==> src/rtl/ariane_pkg.sv <==
// ariane_pkg: core-wide types and sizes shared by the issue/commit pipeline.
//   NR_SB_ENTRIES  scoreboard depth (power of two)
//   TRANS_ID_BITS  width of a scoreboard transaction id
//   NR_WB_PORTS    number of functional-unit writeback ports
//   exception      exception record carried by instructions and writebacks
//   scoreboard_entry  one in-flight instruction
package ariane_pkg;

    localparam int unsigned NR_SB_ENTRIES = 4;
    localparam int unsigned TRANS_ID_BITS = $clog2(NR_SB_ENTRIES);
    localparam int unsigned NR_WB_PORTS   = 2;

    typedef struct packed {
        logic [63:0] cause;
        logic [63:0] tval;
        logic        valid;
    } exception;

    typedef struct packed {
        logic [63:0]              pc;
        logic [TRANS_ID_BITS-1:0] trans_id;
        logic [3:0]               fu;
        logic [6:0]               op;
        logic [4:0]               rs1;
        logic [4:0]               rs2;
        logic [4:0]               rd;
        logic [63:0]              result;
        logic                     valid;
        exception                 ex;
    } scoreboard_entry;

endpackage

==> src/rtl/scoreboard_pkg.sv <==
// scoreboard_pkg: pointer/counter widths and helpers local to the scoreboard.
//   IdBits   width of head/tail pointers (same as a transaction id)
//   CntBits  width of the occupancy counter (holds 0..NR_ENTRIES)
//   ptr_inc  circular pointer increment, wraps naturally at the power-of-two depth
package scoreboard_pkg;

    localparam int unsigned IdBits  = ariane_pkg::TRANS_ID_BITS;
    localparam int unsigned CntBits = IdBits + 1;

    function automatic logic [IdBits-1:0] ptr_inc(input logic [IdBits-1:0] ptr);
        return ptr + IdBits'(1);
    endfunction

endpackage

==> src/rtl/scoreboard_if.sv <==
// scoreboard_if: decode/issue, writeback, operand lookup and commit signals of the scoreboard.
//   master modport: the pipeline around the scoreboard (drives *_i, observes *_o)
//   slave modport:  the scoreboard itself
// Optional feature macro SB_FORWARD_EN adds rs1_fwd_o / rs2_fwd_o.
interface scoreboard_if #(
    parameter int unsigned NR_WB_PORTS = ariane_pkg::NR_WB_PORTS
);
    logic                                                flush_i;
    ariane_pkg::scoreboard_entry                         instr_i;
    logic                                                instr_valid_i;
    logic                                                instr_ready_o;
    logic [ariane_pkg::TRANS_ID_BITS-1:0]                issued_trans_id_o;
    logic                                                full_o;
    logic [4:0]                                          rs1_i;
    logic [4:0]                                          rs2_i;
    logic                                                rs1_busy_o;
    logic                                                rs2_busy_o;
`ifdef SB_FORWARD_EN
    logic [63:0]                                         rs1_fwd_o;
    logic [63:0]                                         rs2_fwd_o;
`endif
    logic [NR_WB_PORTS-1:0][ariane_pkg::TRANS_ID_BITS-1:0] wb_trans_id_i;
    logic [NR_WB_PORTS-1:0][63:0]                        wb_data_i;
    ariane_pkg::exception [NR_WB_PORTS-1:0]              wb_ex_i;
    logic [NR_WB_PORTS-1:0]                              wb_valid_i;
    ariane_pkg::scoreboard_entry                         commit_instr_o;
    logic                                                commit_valid_o;
    logic                                                commit_ack_i;

    modport master (
        output flush_i, instr_i, instr_valid_i, rs1_i, rs2_i,
               wb_trans_id_i, wb_data_i, wb_ex_i, wb_valid_i, commit_ack_i,
`ifdef SB_FORWARD_EN
        input  rs1_fwd_o, rs2_fwd_o,
`endif
        input  instr_ready_o, issued_trans_id_o, full_o, rs1_busy_o, rs2_busy_o,
               commit_instr_o, commit_valid_o
    );

    modport slave (
        input  flush_i, instr_i, instr_valid_i, rs1_i, rs2_i,
               wb_trans_id_i, wb_data_i, wb_ex_i, wb_valid_i, commit_ack_i,
`ifdef SB_FORWARD_EN
        output rs1_fwd_o, rs2_fwd_o,
`endif
        output instr_ready_o, issued_trans_id_o, full_o, rs1_busy_o, rs2_busy_o,
               commit_instr_o, commit_valid_o
    );
endinterface

==> src/rtl/sb_rs_lookup.sv <==
// sb_rs_lookup: finds the youngest occupied scoreboard entry whose rd matches one source register.
//   rd_i, occupied_i, head_i  scoreboard state (entries are contiguous from head)
//   rs_i                      source register; x0 is never busy
//   busy_o                    source has a pending producer
//   valid_i, result_i, fwd_o  (SB_FORWARD_EN only) a completed youngest producer forwards
//                             its result instead of reporting busy
module sb_rs_lookup
    import scoreboard_pkg::*;
#(
    parameter int unsigned NR_ENTRIES = ariane_pkg::NR_SB_ENTRIES
) (
    input  logic [NR_ENTRIES-1:0][4:0]  rd_i,
    input  logic [NR_ENTRIES-1:0]       occupied_i,
    input  logic [IdBits-1:0]           head_i,
`ifdef SB_FORWARD_EN
    input  logic [NR_ENTRIES-1:0]       valid_i,
    input  logic [NR_ENTRIES-1:0][63:0] result_i,
    output logic [63:0]                 fwd_o,
`endif
    input  logic [4:0]                  rs_i,
    output logic                        busy_o
);
    logic              hit;
    logic [IdBits-1:0] idx;
`ifdef SB_FORWARD_EN
    logic [IdBits-1:0] hit_idx;
`endif

    // Walk oldest to youngest so the last match is the one nearest the tail.
    always_comb begin
        hit = 1'b0;
        idx = '0;
`ifdef SB_FORWARD_EN
        hit_idx = '0;
`endif
        for (int unsigned i = 0; i < NR_ENTRIES; i++) begin
            idx = head_i + IdBits'(i);
            if (occupied_i[idx] && (rd_i[idx] == rs_i)) begin
                hit = 1'b1;
`ifdef SB_FORWARD_EN
                hit_idx = idx;
`endif
            end
        end
    end

`ifdef SB_FORWARD_EN
    assign busy_o = (rs_i != 5'd0) && hit && !valid_i[hit_idx];
    assign fwd_o  = ((rs_i != 5'd0) && hit && valid_i[hit_idx]) ? result_i[hit_idx] : '0;
`else
    assign busy_o = (rs_i != 5'd0) && hit;
`endif

endmodule

==> src/rtl/scoreboard.sv <==
// scoreboard: in-order circular buffer of in-flight instructions between issue and commit.
//   clk_i      clock, rising edge
//   rst_i      asynchronous active-high reset, aborts all in-flight entries
//   sb_io      scoreboard_if.slave: issue (instr_*, issued_trans_id_o, full_o), writeback (wb_*),
//              commit (commit_*), flush, operand busy lookup (rs*_i / rs*_busy_o)
// Optional feature macro SB_FORWARD_EN: completed producers forward results on rs*_fwd_o.
// All outputs depend only on registered state (plus rs*_i for the lookup).
module scoreboard
    import scoreboard_pkg::*;
#(
    parameter int unsigned NR_ENTRIES  = ariane_pkg::NR_SB_ENTRIES,
    parameter int unsigned NR_WB_PORTS = ariane_pkg::NR_WB_PORTS
) (
    input logic         clk_i,
    input logic         rst_i,
    scoreboard_if.slave sb_io
);
    ariane_pkg::scoreboard_entry [NR_ENTRIES-1:0] mem_q, mem_d;
    logic [NR_ENTRIES-1:0]                        occupied_q, occupied_d;
    logic [IdBits-1:0]                            head_q, head_d, tail_q, tail_d;
    logic [CntBits-1:0]                           cnt_q, cnt_d;
    logic                                         full, commit_valid, issue, commit;
    logic [NR_ENTRIES-1:0][4:0]                   rd_vec;
`ifdef SB_FORWARD_EN
    logic [NR_ENTRIES-1:0]                        valid_vec;
    logic [NR_ENTRIES-1:0][63:0]                  result_vec;
`endif

    assign full         = (cnt_q == CntBits'(NR_ENTRIES));
    assign commit_valid = occupied_q[head_q] && mem_q[head_q].valid;
    // No bypass: a full buffer refuses issue even if the head commits this cycle.
    assign issue        = sb_io.instr_valid_i && !full;
    assign commit       = sb_io.commit_ack_i && commit_valid;

    assign sb_io.full_o            = full;
    assign sb_io.instr_ready_o     = !full;
    assign sb_io.issued_trans_id_o = tail_q;
    assign sb_io.commit_valid_o    = commit_valid;
    assign sb_io.commit_instr_o    = mem_q[head_q];

    always_comb begin
        mem_d      = mem_q;
        occupied_d = occupied_q;
        head_d     = head_q;
        tail_d     = tail_q;
        cnt_d      = cnt_q;
        if (sb_io.flush_i) begin
            occupied_d = '0;
            head_d     = '0;
            tail_d     = '0;
            cnt_d      = '0;
        end else begin
            if (commit) begin
                occupied_d[head_q] = 1'b0;
                head_d             = ptr_inc(head_q);
            end
            // Ascending port order lets the higher port win on a shared id.
            for (int unsigned p = 0; p < NR_WB_PORTS; p++) begin
                if (sb_io.wb_valid_i[p] && occupied_q[sb_io.wb_trans_id_i[p]] &&
                    !(commit && (sb_io.wb_trans_id_i[p] == head_q))) begin
                    mem_d[sb_io.wb_trans_id_i[p]].result = sb_io.wb_data_i[p];
                    mem_d[sb_io.wb_trans_id_i[p]].valid  = 1'b1;
                    if (sb_io.wb_ex_i[p].valid) begin
                        mem_d[sb_io.wb_trans_id_i[p]].ex = sb_io.wb_ex_i[p];
                    end
                end
            end
            // The tail slot is unoccupied, so no writeback above can target it.
            if (issue) begin
                mem_d[tail_q]          = sb_io.instr_i;
                mem_d[tail_q].trans_id = tail_q;
                mem_d[tail_q].valid    = 1'b0;
                occupied_d[tail_q]     = 1'b1;
                tail_d                 = ptr_inc(tail_q);
            end
            unique case ({issue, commit})
                2'b10:   cnt_d = cnt_q + CntBits'(1);
                2'b01:   cnt_d = cnt_q - CntBits'(1);
                default: cnt_d = cnt_q;
            endcase
        end
    end

    always_ff @(posedge clk_i or posedge rst_i) begin
        if (rst_i) begin
            mem_q      <= '0;
            occupied_q <= '0;
            head_q     <= '0;
            tail_q     <= '0;
            cnt_q      <= '0;
        end else begin
            mem_q      <= mem_d;
            occupied_q <= occupied_d;
            head_q     <= head_d;
            tail_q     <= tail_d;
            cnt_q      <= cnt_d;
        end
    end

    always_comb begin
        for (int unsigned i = 0; i < NR_ENTRIES; i++) begin
            rd_vec[i] = mem_q[i].rd;
`ifdef SB_FORWARD_EN
            valid_vec[i]  = mem_q[i].valid;
            result_vec[i] = mem_q[i].result;
`endif
        end
    end

    sb_rs_lookup #(.NR_ENTRIES(NR_ENTRIES)) i_rs1_lookup (
        .rd_i       (rd_vec),
        .occupied_i (occupied_q),
        .head_i     (head_q),
`ifdef SB_FORWARD_EN
        .valid_i    (valid_vec),
        .result_i   (result_vec),
        .fwd_o      (sb_io.rs1_fwd_o),
`endif
        .rs_i       (sb_io.rs1_i),
        .busy_o     (sb_io.rs1_busy_o)
    );

    sb_rs_lookup #(.NR_ENTRIES(NR_ENTRIES)) i_rs2_lookup (
        .rd_i       (rd_vec),
        .occupied_i (occupied_q),
        .head_i     (head_q),
`ifdef SB_FORWARD_EN
        .valid_i    (valid_vec),
        .result_i   (result_vec),
        .fwd_o      (sb_io.rs2_fwd_o),
`endif
        .rs_i       (sb_io.rs2_i),
        .busy_o     (sb_io.rs2_busy_o)
    );

endmodule

==> src/flat_wrapper.sv <==
// flat-port wrapper written by rule: the top's interface ports become plain ports
module scoreboard_flat import scoreboard_pkg::*;
#(
    parameter int unsigned NR_ENTRIES  = ariane_pkg::NR_SB_ENTRIES,
    parameter int unsigned NR_WB_PORTS = ariane_pkg::NR_WB_PORTS
)
  (clk_i, rst_i, sb_io_flush_i, sb_io_instr_i, sb_io_instr_valid_i, sb_io_rs1_i, sb_io_rs2_i, sb_io_wb_trans_id_i, sb_io_wb_data_i, sb_io_wb_ex_i, sb_io_wb_valid_i, sb_io_commit_ack_i, sb_io_instr_ready_o, sb_io_issued_trans_id_o, sb_io_full_o, sb_io_rs1_busy_o, sb_io_rs2_busy_o, sb_io_commit_instr_o, sb_io_commit_valid_o);
  scoreboard_if #(.NR_WB_PORTS(NR_WB_PORTS)) sb_io_i ();
  input logic clk_i;
  input logic rst_i;
  input wire logic [$bits(sb_io_i.flush_i)-1:0] sb_io_flush_i;
  input wire logic [$bits(sb_io_i.instr_i)-1:0] sb_io_instr_i;
  input wire logic [$bits(sb_io_i.instr_valid_i)-1:0] sb_io_instr_valid_i;
  input wire logic [$bits(sb_io_i.rs1_i)-1:0] sb_io_rs1_i;
  input wire logic [$bits(sb_io_i.rs2_i)-1:0] sb_io_rs2_i;
  input wire logic [$bits(sb_io_i.wb_trans_id_i)-1:0] sb_io_wb_trans_id_i;
  input wire logic [$bits(sb_io_i.wb_data_i)-1:0] sb_io_wb_data_i;
  input wire logic [$bits(sb_io_i.wb_ex_i)-1:0] sb_io_wb_ex_i;
  input wire logic [$bits(sb_io_i.wb_valid_i)-1:0] sb_io_wb_valid_i;
  input wire logic [$bits(sb_io_i.commit_ack_i)-1:0] sb_io_commit_ack_i;
  output wire logic [$bits(sb_io_i.instr_ready_o)-1:0] sb_io_instr_ready_o;
  output wire logic [$bits(sb_io_i.issued_trans_id_o)-1:0] sb_io_issued_trans_id_o;
  output wire logic [$bits(sb_io_i.full_o)-1:0] sb_io_full_o;
  output wire logic [$bits(sb_io_i.rs1_busy_o)-1:0] sb_io_rs1_busy_o;
  output wire logic [$bits(sb_io_i.rs2_busy_o)-1:0] sb_io_rs2_busy_o;
  output wire logic [$bits(sb_io_i.commit_instr_o)-1:0] sb_io_commit_instr_o;
  output wire logic [$bits(sb_io_i.commit_valid_o)-1:0] sb_io_commit_valid_o;
  assign sb_io_i.flush_i = sb_io_flush_i;
  assign sb_io_i.instr_i = sb_io_instr_i;
  assign sb_io_i.instr_valid_i = sb_io_instr_valid_i;
  assign sb_io_i.rs1_i = sb_io_rs1_i;
  assign sb_io_i.rs2_i = sb_io_rs2_i;
  assign sb_io_i.wb_trans_id_i = sb_io_wb_trans_id_i;
  assign sb_io_i.wb_data_i = sb_io_wb_data_i;
  assign sb_io_i.wb_ex_i = sb_io_wb_ex_i;
  assign sb_io_i.wb_valid_i = sb_io_wb_valid_i;
  assign sb_io_i.commit_ack_i = sb_io_commit_ack_i;
  assign sb_io_instr_ready_o = sb_io_i.instr_ready_o;
  assign sb_io_issued_trans_id_o = sb_io_i.issued_trans_id_o;
  assign sb_io_full_o = sb_io_i.full_o;
  assign sb_io_rs1_busy_o = sb_io_i.rs1_busy_o;
  assign sb_io_rs2_busy_o = sb_io_i.rs2_busy_o;
  assign sb_io_commit_instr_o = sb_io_i.commit_instr_o;
  assign sb_io_commit_valid_o = sb_io_i.commit_valid_o;
  scoreboard #(.NR_ENTRIES(NR_ENTRIES), .NR_WB_PORTS(NR_WB_PORTS)) u_core (.clk_i(clk_i), .rst_i(rst_i), .sb_io(sb_io_i));
endmodule
==> config.mk <==
export PLATFORM = sky130hd
export DESIGN_NAME = scoreboard_flat
export DESIGN_NICKNAME = d
export VERILOG_FILES = /design/src/rtl/ariane_pkg.sv /design/src/rtl/scoreboard_pkg.sv /design/src/rtl/scoreboard_if.sv /design/src/rtl/sb_rs_lookup.sv /design/src/rtl/scoreboard.sv /design/src/flat_wrapper.sv
export SDC_FILE = /design/constraint.sdc
export NUM_CORES = 2
export LEC_CHECK = 0
export CELL_PAD_IN_SITES_DETAIL_PLACEMENT = 1
export CELL_PAD_IN_SITES_GLOBAL_PLACEMENT = 2
export CORE_ASPECT_RATIO = 1.2
export CORE_MARGIN = 5
export CORE_UTILIZATION = 37
export DETAILED_ROUTE_END_ITERATION = 16
export PLACE_DENSITY = 0.84
export SYNTH_ARGS = -nofsm -noshare
export SYNTH_HDL_FRONTEND = slang
export SYNTH_HIERARCHICAL = 1
export SYNTH_SLANG_ARGS = --single-unit
==> constraint.sdc <==
create_clock -name clk_i -period 44.9 [get_ports clk_i]
set_input_delay 6.735 -clock clk_i [delete_from_list [all_inputs] [get_ports clk_i]]
set_output_delay 6.735 -clock clk_i [all_outputs]
set_load 0.01 [all_outputs]
# After elaboration in Yosys (flattened, before gate mapping)
# Index checks and enable logic that the tools add are counted.
# classes
add_sub_neg,6
order_cmp,11
n_eq_ne,13
n_mux,78
n_bitwise,3
reduce_logical,31
# ops
operator,count
bitwise mux 1144 bit,9
2-to-1 mux 1144 bit,7
demux 286 bit (select 2 bit),9
binary-select mux 286 bit (select 2 bit),1
2-to-1 mux 286 bit,2
2-to-1 mux 130 bit,3
2-to-1 mux 194 bit,2
2-to-1 mux 129 bit,2
2-to-1 mux 222 bit,1
binary-select mux 5 bit (select 2 bit),4
== test 5 bit,8
logical AND 1 bit,23
less-than comparator 2 x 3 -> 1 bit (second input constant),7
2-to-1 mux 5 bit,4
2-to-1 mux 1 bit,16
2-to-1 mux 4 bit,4
binary-select mux 1 bit (select 2 bit),6
nonzero test 5 bit,2
>= comparator 2 x 1 -> 1 bit (second input constant),4
2-to-1 mux 2 bit,4
one-hot mux 3 bit (2 select lines),1
adder 2 x 1 -> 2 bit (second input constant),2
adder 2 bit (second input constant),2
bitwise AND 4 bit,1
other kinds (13),18
# word_totals
regBits,1155
in_bits,693
wordCells,194

# Longest topological paths before layout
# logic_depth
depth_word,20
ltp_mapped,11
mapped_depth_nobuf,9

# Hierarchy
# Netlist, hierarchy kept.
# modules_own_cells
mod,instances,cells_each,area_per_inst_um2
scoreboard,1,5735,66907.9
sb_rs_lookup,2,121,947.2

# Worst setup path before layout
# Ideal clock, no wire load.
# synth_timing
kind,input-to-output
from,input sb_io_rs1_i[4]
to,output sb_io_rs1_busy_o
arrival_ps,7934
t_required_ps,38165
path_slack_ps,30231
cell_stages,7
path_cell_list,clkbuf_1 -> inv_1 -> xnor2_1 -> nor3_1 -> o211ai_2 -> o41ai_1 -> a221o_1
# synth_via
elab_chain_cells,7
elab_cells_between_ends,14
cone_classes,4 x eq/ne; 4 x mux; 6 x reduce/logical
# synth_lines
item,line,rtl
"start, declared",flat_wrapper.sv:14,input wire logic [$bits(sb_io_i.rs1_i)-1:0] sb_io_rs1_i;
== test 5 bit,sb_rs_lookup.sv:38,if (occupied_i[idx] && (rd_i[idx] == rs_i)) begin
logical AND 1 bit,sb_rs_lookup.sv:38,
2-to-1 mux 1 bit (4 in a row),sb_rs_lookup.sv:38,
logical AND 1 bit *,sb_rs_lookup.sv:51,assign busy_o = (rs_i != 5'd0) && hit;
"end, declared",flat_wrapper.sv:24,output wire logic [$bits(sb_io_i.rs1_busy_o)-1:0] sb_io_rs1_busy_o;
# Every way passes the cells marked *; elsewhere a longest branch is shown, timed or not.

# Worst setup path after layout
# layout_timing
from,input sb_io_rs1_i[2]
to,output sb_io_rs1_busy_o
# Same word-level chain as after synthesis.

==> qor.yml <==
placement:
  gp_congestion: 0.8367
  io_buffers: 982
  dp.cells: 8832
  dp.final_hpwl_um: 192400
synthesis:
  synth_cell_types: 75
  synthFlopType: "dfrtp_1"
  synth_area_sq_mm: 0.06880
  ys_ff_latch: 1155
  syn_area_per_cell_sq_um: 11.51
  synth_edf_count: 0
  netlist_instances: 5977
  synth-seq-area-share: 0.4201
  yosysWarnings: 6
  async_flop_share: 1.000
  syn_nets: 6679
timing:
  fmax_mhz: 62.81
  rsz0062_at_grt: "no"
  hold_violations: 0
  setup_viol: 0
  worst_pin_slew_ps: 1343
  hold_ws_ps: 491.5
  clock_skew_ps: 49.81
  slew_viol_final: 0
  fin_crit_ps: 15920
  setup_tns_ps: 0
  relSlewSlack: 0.1048
  finalCritPeriodShare: 0.3546
pwr:
  irDropWorstVdd_mv: 0.03530
  p_total_mw: 3.749
  p_leak_nw: 31.51
  powerDensity_mw_per_mm2: 44.18
grt:
  grt-ovfl-total: 0
  grt_start_max_net_pins: 161
  grt_pass1_vias: 66989
  grt_pass1_wl_um: 469700
  grt_usage: 0.3172
  antenna_found_initial: 132
clock_network:
  h-tree-depth: 4
  clockBufferDepth: 3
  cts_num_sinks: 1155
  post_cts_buffers: 0
  clkSlewWorstSetupHoldPaths_ps: 60
  hold_buffers: 0
  cts_tree: "built"
  root_buffer: "clkbuf_16"
  ctsResizeCount: 0
  insertion_delay_ps: 810
  cts_buffers: 138
final_layout:
  syn2layout_area_growth_pct: 23.33
  fillers: 19298
  post-route-util: 0.4585
  regArea_sq_mm: 0.02891
  fin_cells: 9151
  fin_nets: 7224
  layout-drive-gt1-share: 0.1745
  multiInputGateArea_sq_mm: 0.03686
critical_path:
  critPathKind: "in -> out"
  required_ps: 38170
  cp.arrival_ps: 9190
  crit_fanout: 7
  worstSetupStartpointType: "input port"
  crit_path_end_kind: "primary output"
die:
  std_cell_rows: 173
  initial_core_util: 0.3718
  die-area_sq_mm: 0.1947
  die_x_um: 403.7
  num_io_pins: 986
  core_area_sq_mm: 0.1851
  die_h_um: 482.4
detailed_routing:
  wl_per_cell_um: 35.26
  via_per_inst: 6.918
  first_pass_iters: 11
  detail-route-antenna-nets: 0
  wirelength_um: 322600
  via_count: 63305
  first_iter_violations: 8256
  route.detailed.drc: 0
worst_hold_path:
  hold_path.class: "reg -> reg"
status:
  status: "finished clean"
job:
  cap_violations: 0
-- final timing paths --
kind,startpoint,to,slack (ps),cells after the start
setup / recovery,sb_io_rs1_i[2],sb_io_rs1_busy_o,28980,6
hold / removal,u_core/mem_q[1079],u_core/mem_q[1079],490,2
setup reg to reg,u_core/head_q[0],u_core/mem_q[167],38690,10
hold reg to reg,u_core/mem_q[1079],u_core/mem_q[1079],490,2
max in group asynchronous,rst_i,u_core/mem_q[528],35070,5
min in group asynchronous,rst_i,u_core/mem_q[343],6470,2
-- layout by cell type, fill, tap and decap left out, types with 96 or more instances in the layout --
master           Yosys  routed
buf_4               22      97
mux4_2             292     292
nor2b_1            190     190
a222oi_1           359     359
dfrtp_1           1155    1153
mux2i_1            278     278
mux2_2             371     371
and2_1             132     131
a22oi_1            781     781
o221ai_1           181     181
a21oi_1             96      96
clkdlybuf4s50_1      0     980
nor2_1             189     187
nand4b_1           141     141
o21ai_0            439     439
clkbuf_16            0     138
-- registers in the layout, summed over array words and instances, names as in the netlist --
signal                          cells
u_core/mem_q                     1144
u_core/head_q                       2
u_core/occupied_q                   4
u_core/cnt_q                        3
u_core/sb_io.issued_trans_id_o      2
-- stage by stage --
step           worst slack (ps)  cell area, sq um
6_report                  28980             84850
5_1_grt                   28790             84750
4_1_cts                   28970             84670
3_5_place_dp              28990             79940
3_3_place_gp              29020             79940
2_1_floorplan              5634             68800
-- critical path: stages --
cell,delay [ps]
clkdlybuf4s50_1,690
xor2_1,260
a31oi_1,150
o41ai_1,440
a221o_1,240
clkdlybuf4s50_1,660
-- Yosys cell counts, drive strengths merged, types with 17 or more instances --
cell / instances / area share
a2111oi: 24 / 0.0031
and2: 132 / 0.012
o311ai: 141 / 0.024
nor2b: 190 / 0.017
o221ai: 181 / 0.023
nand2: 64 / 0.0035
a222oi: 359 / 0.052
mux4: 292 / 0.096
dfrtp: 1155 / 0.42
o21ai: 467 / 0.034
nor2: 191 / 0.010
a22o: 69 / 0.0088
clkbuf: 438 / 0.024
mux2: 377 / 0.062
xnor2: 25 / 0.0032
buf: 247 / 0.019
mux2i: 280 / 0.041
xor2: 17 / 0.0022
a22oi: 831 / 0.094
nor3: 25 / 0.0018
inv: 82 / 0.0045
nand4b: 141 / 0.018
a21oi: 96 / 0.0070
-- routing by layer --
layer | up-vias | track usage | part of all wire
met5 | - | 0 | 0.0023
met4 | 110 | 0.1442 | 0.044
met3 | 872 | 0.1183 | 0.12
met2 | 3829 | 0.4950 | 0.46
met1 | 32855 | 0.3927 | 0.38
li1 | 25639 | - | -
-- power breakdown --
group          internal, mW  switching (mW)
clock network         0.672           0.515
logic                 0.554           0.485
registers              1.31           0.212
-- kinds of logic (layout without fill, tap and decap cells) --
| family | Yosys count | in the layout | share of synthesized area |
|---|---|---|---|
| compound gates | 2234 | 2234 | 0.2557 |
| xor+xnor | 42 | 42 | 0.005346 |
| fa+ha+maj | 9 | 9 | 0.001746 |
| buf+inv | 768 | 1420 | 0.04779 |
| flops | 1155 | 1155 | 0.4201 |
| mux | 949 | 949 | 0.1985 |
| other cells | 0 | 72 | 0 |
| simple gates | 820 | 820 | 0.07081 |
-- area by class of cell --
cell class / count / area share
inverter: 83 / 0.003760
sequential: 1155 / 0.3407
antenna: 72 / 0.002123
clock buffer: 201 / 0.04726
multi-input combinational: 4054 / 0.4344
timing repair buffer: 1090 / 0.1272
tap: 2450 / 0.03613
clock inverter: 46 / 0.008479
Note: power is estimated with default switching activity, not from simulation.
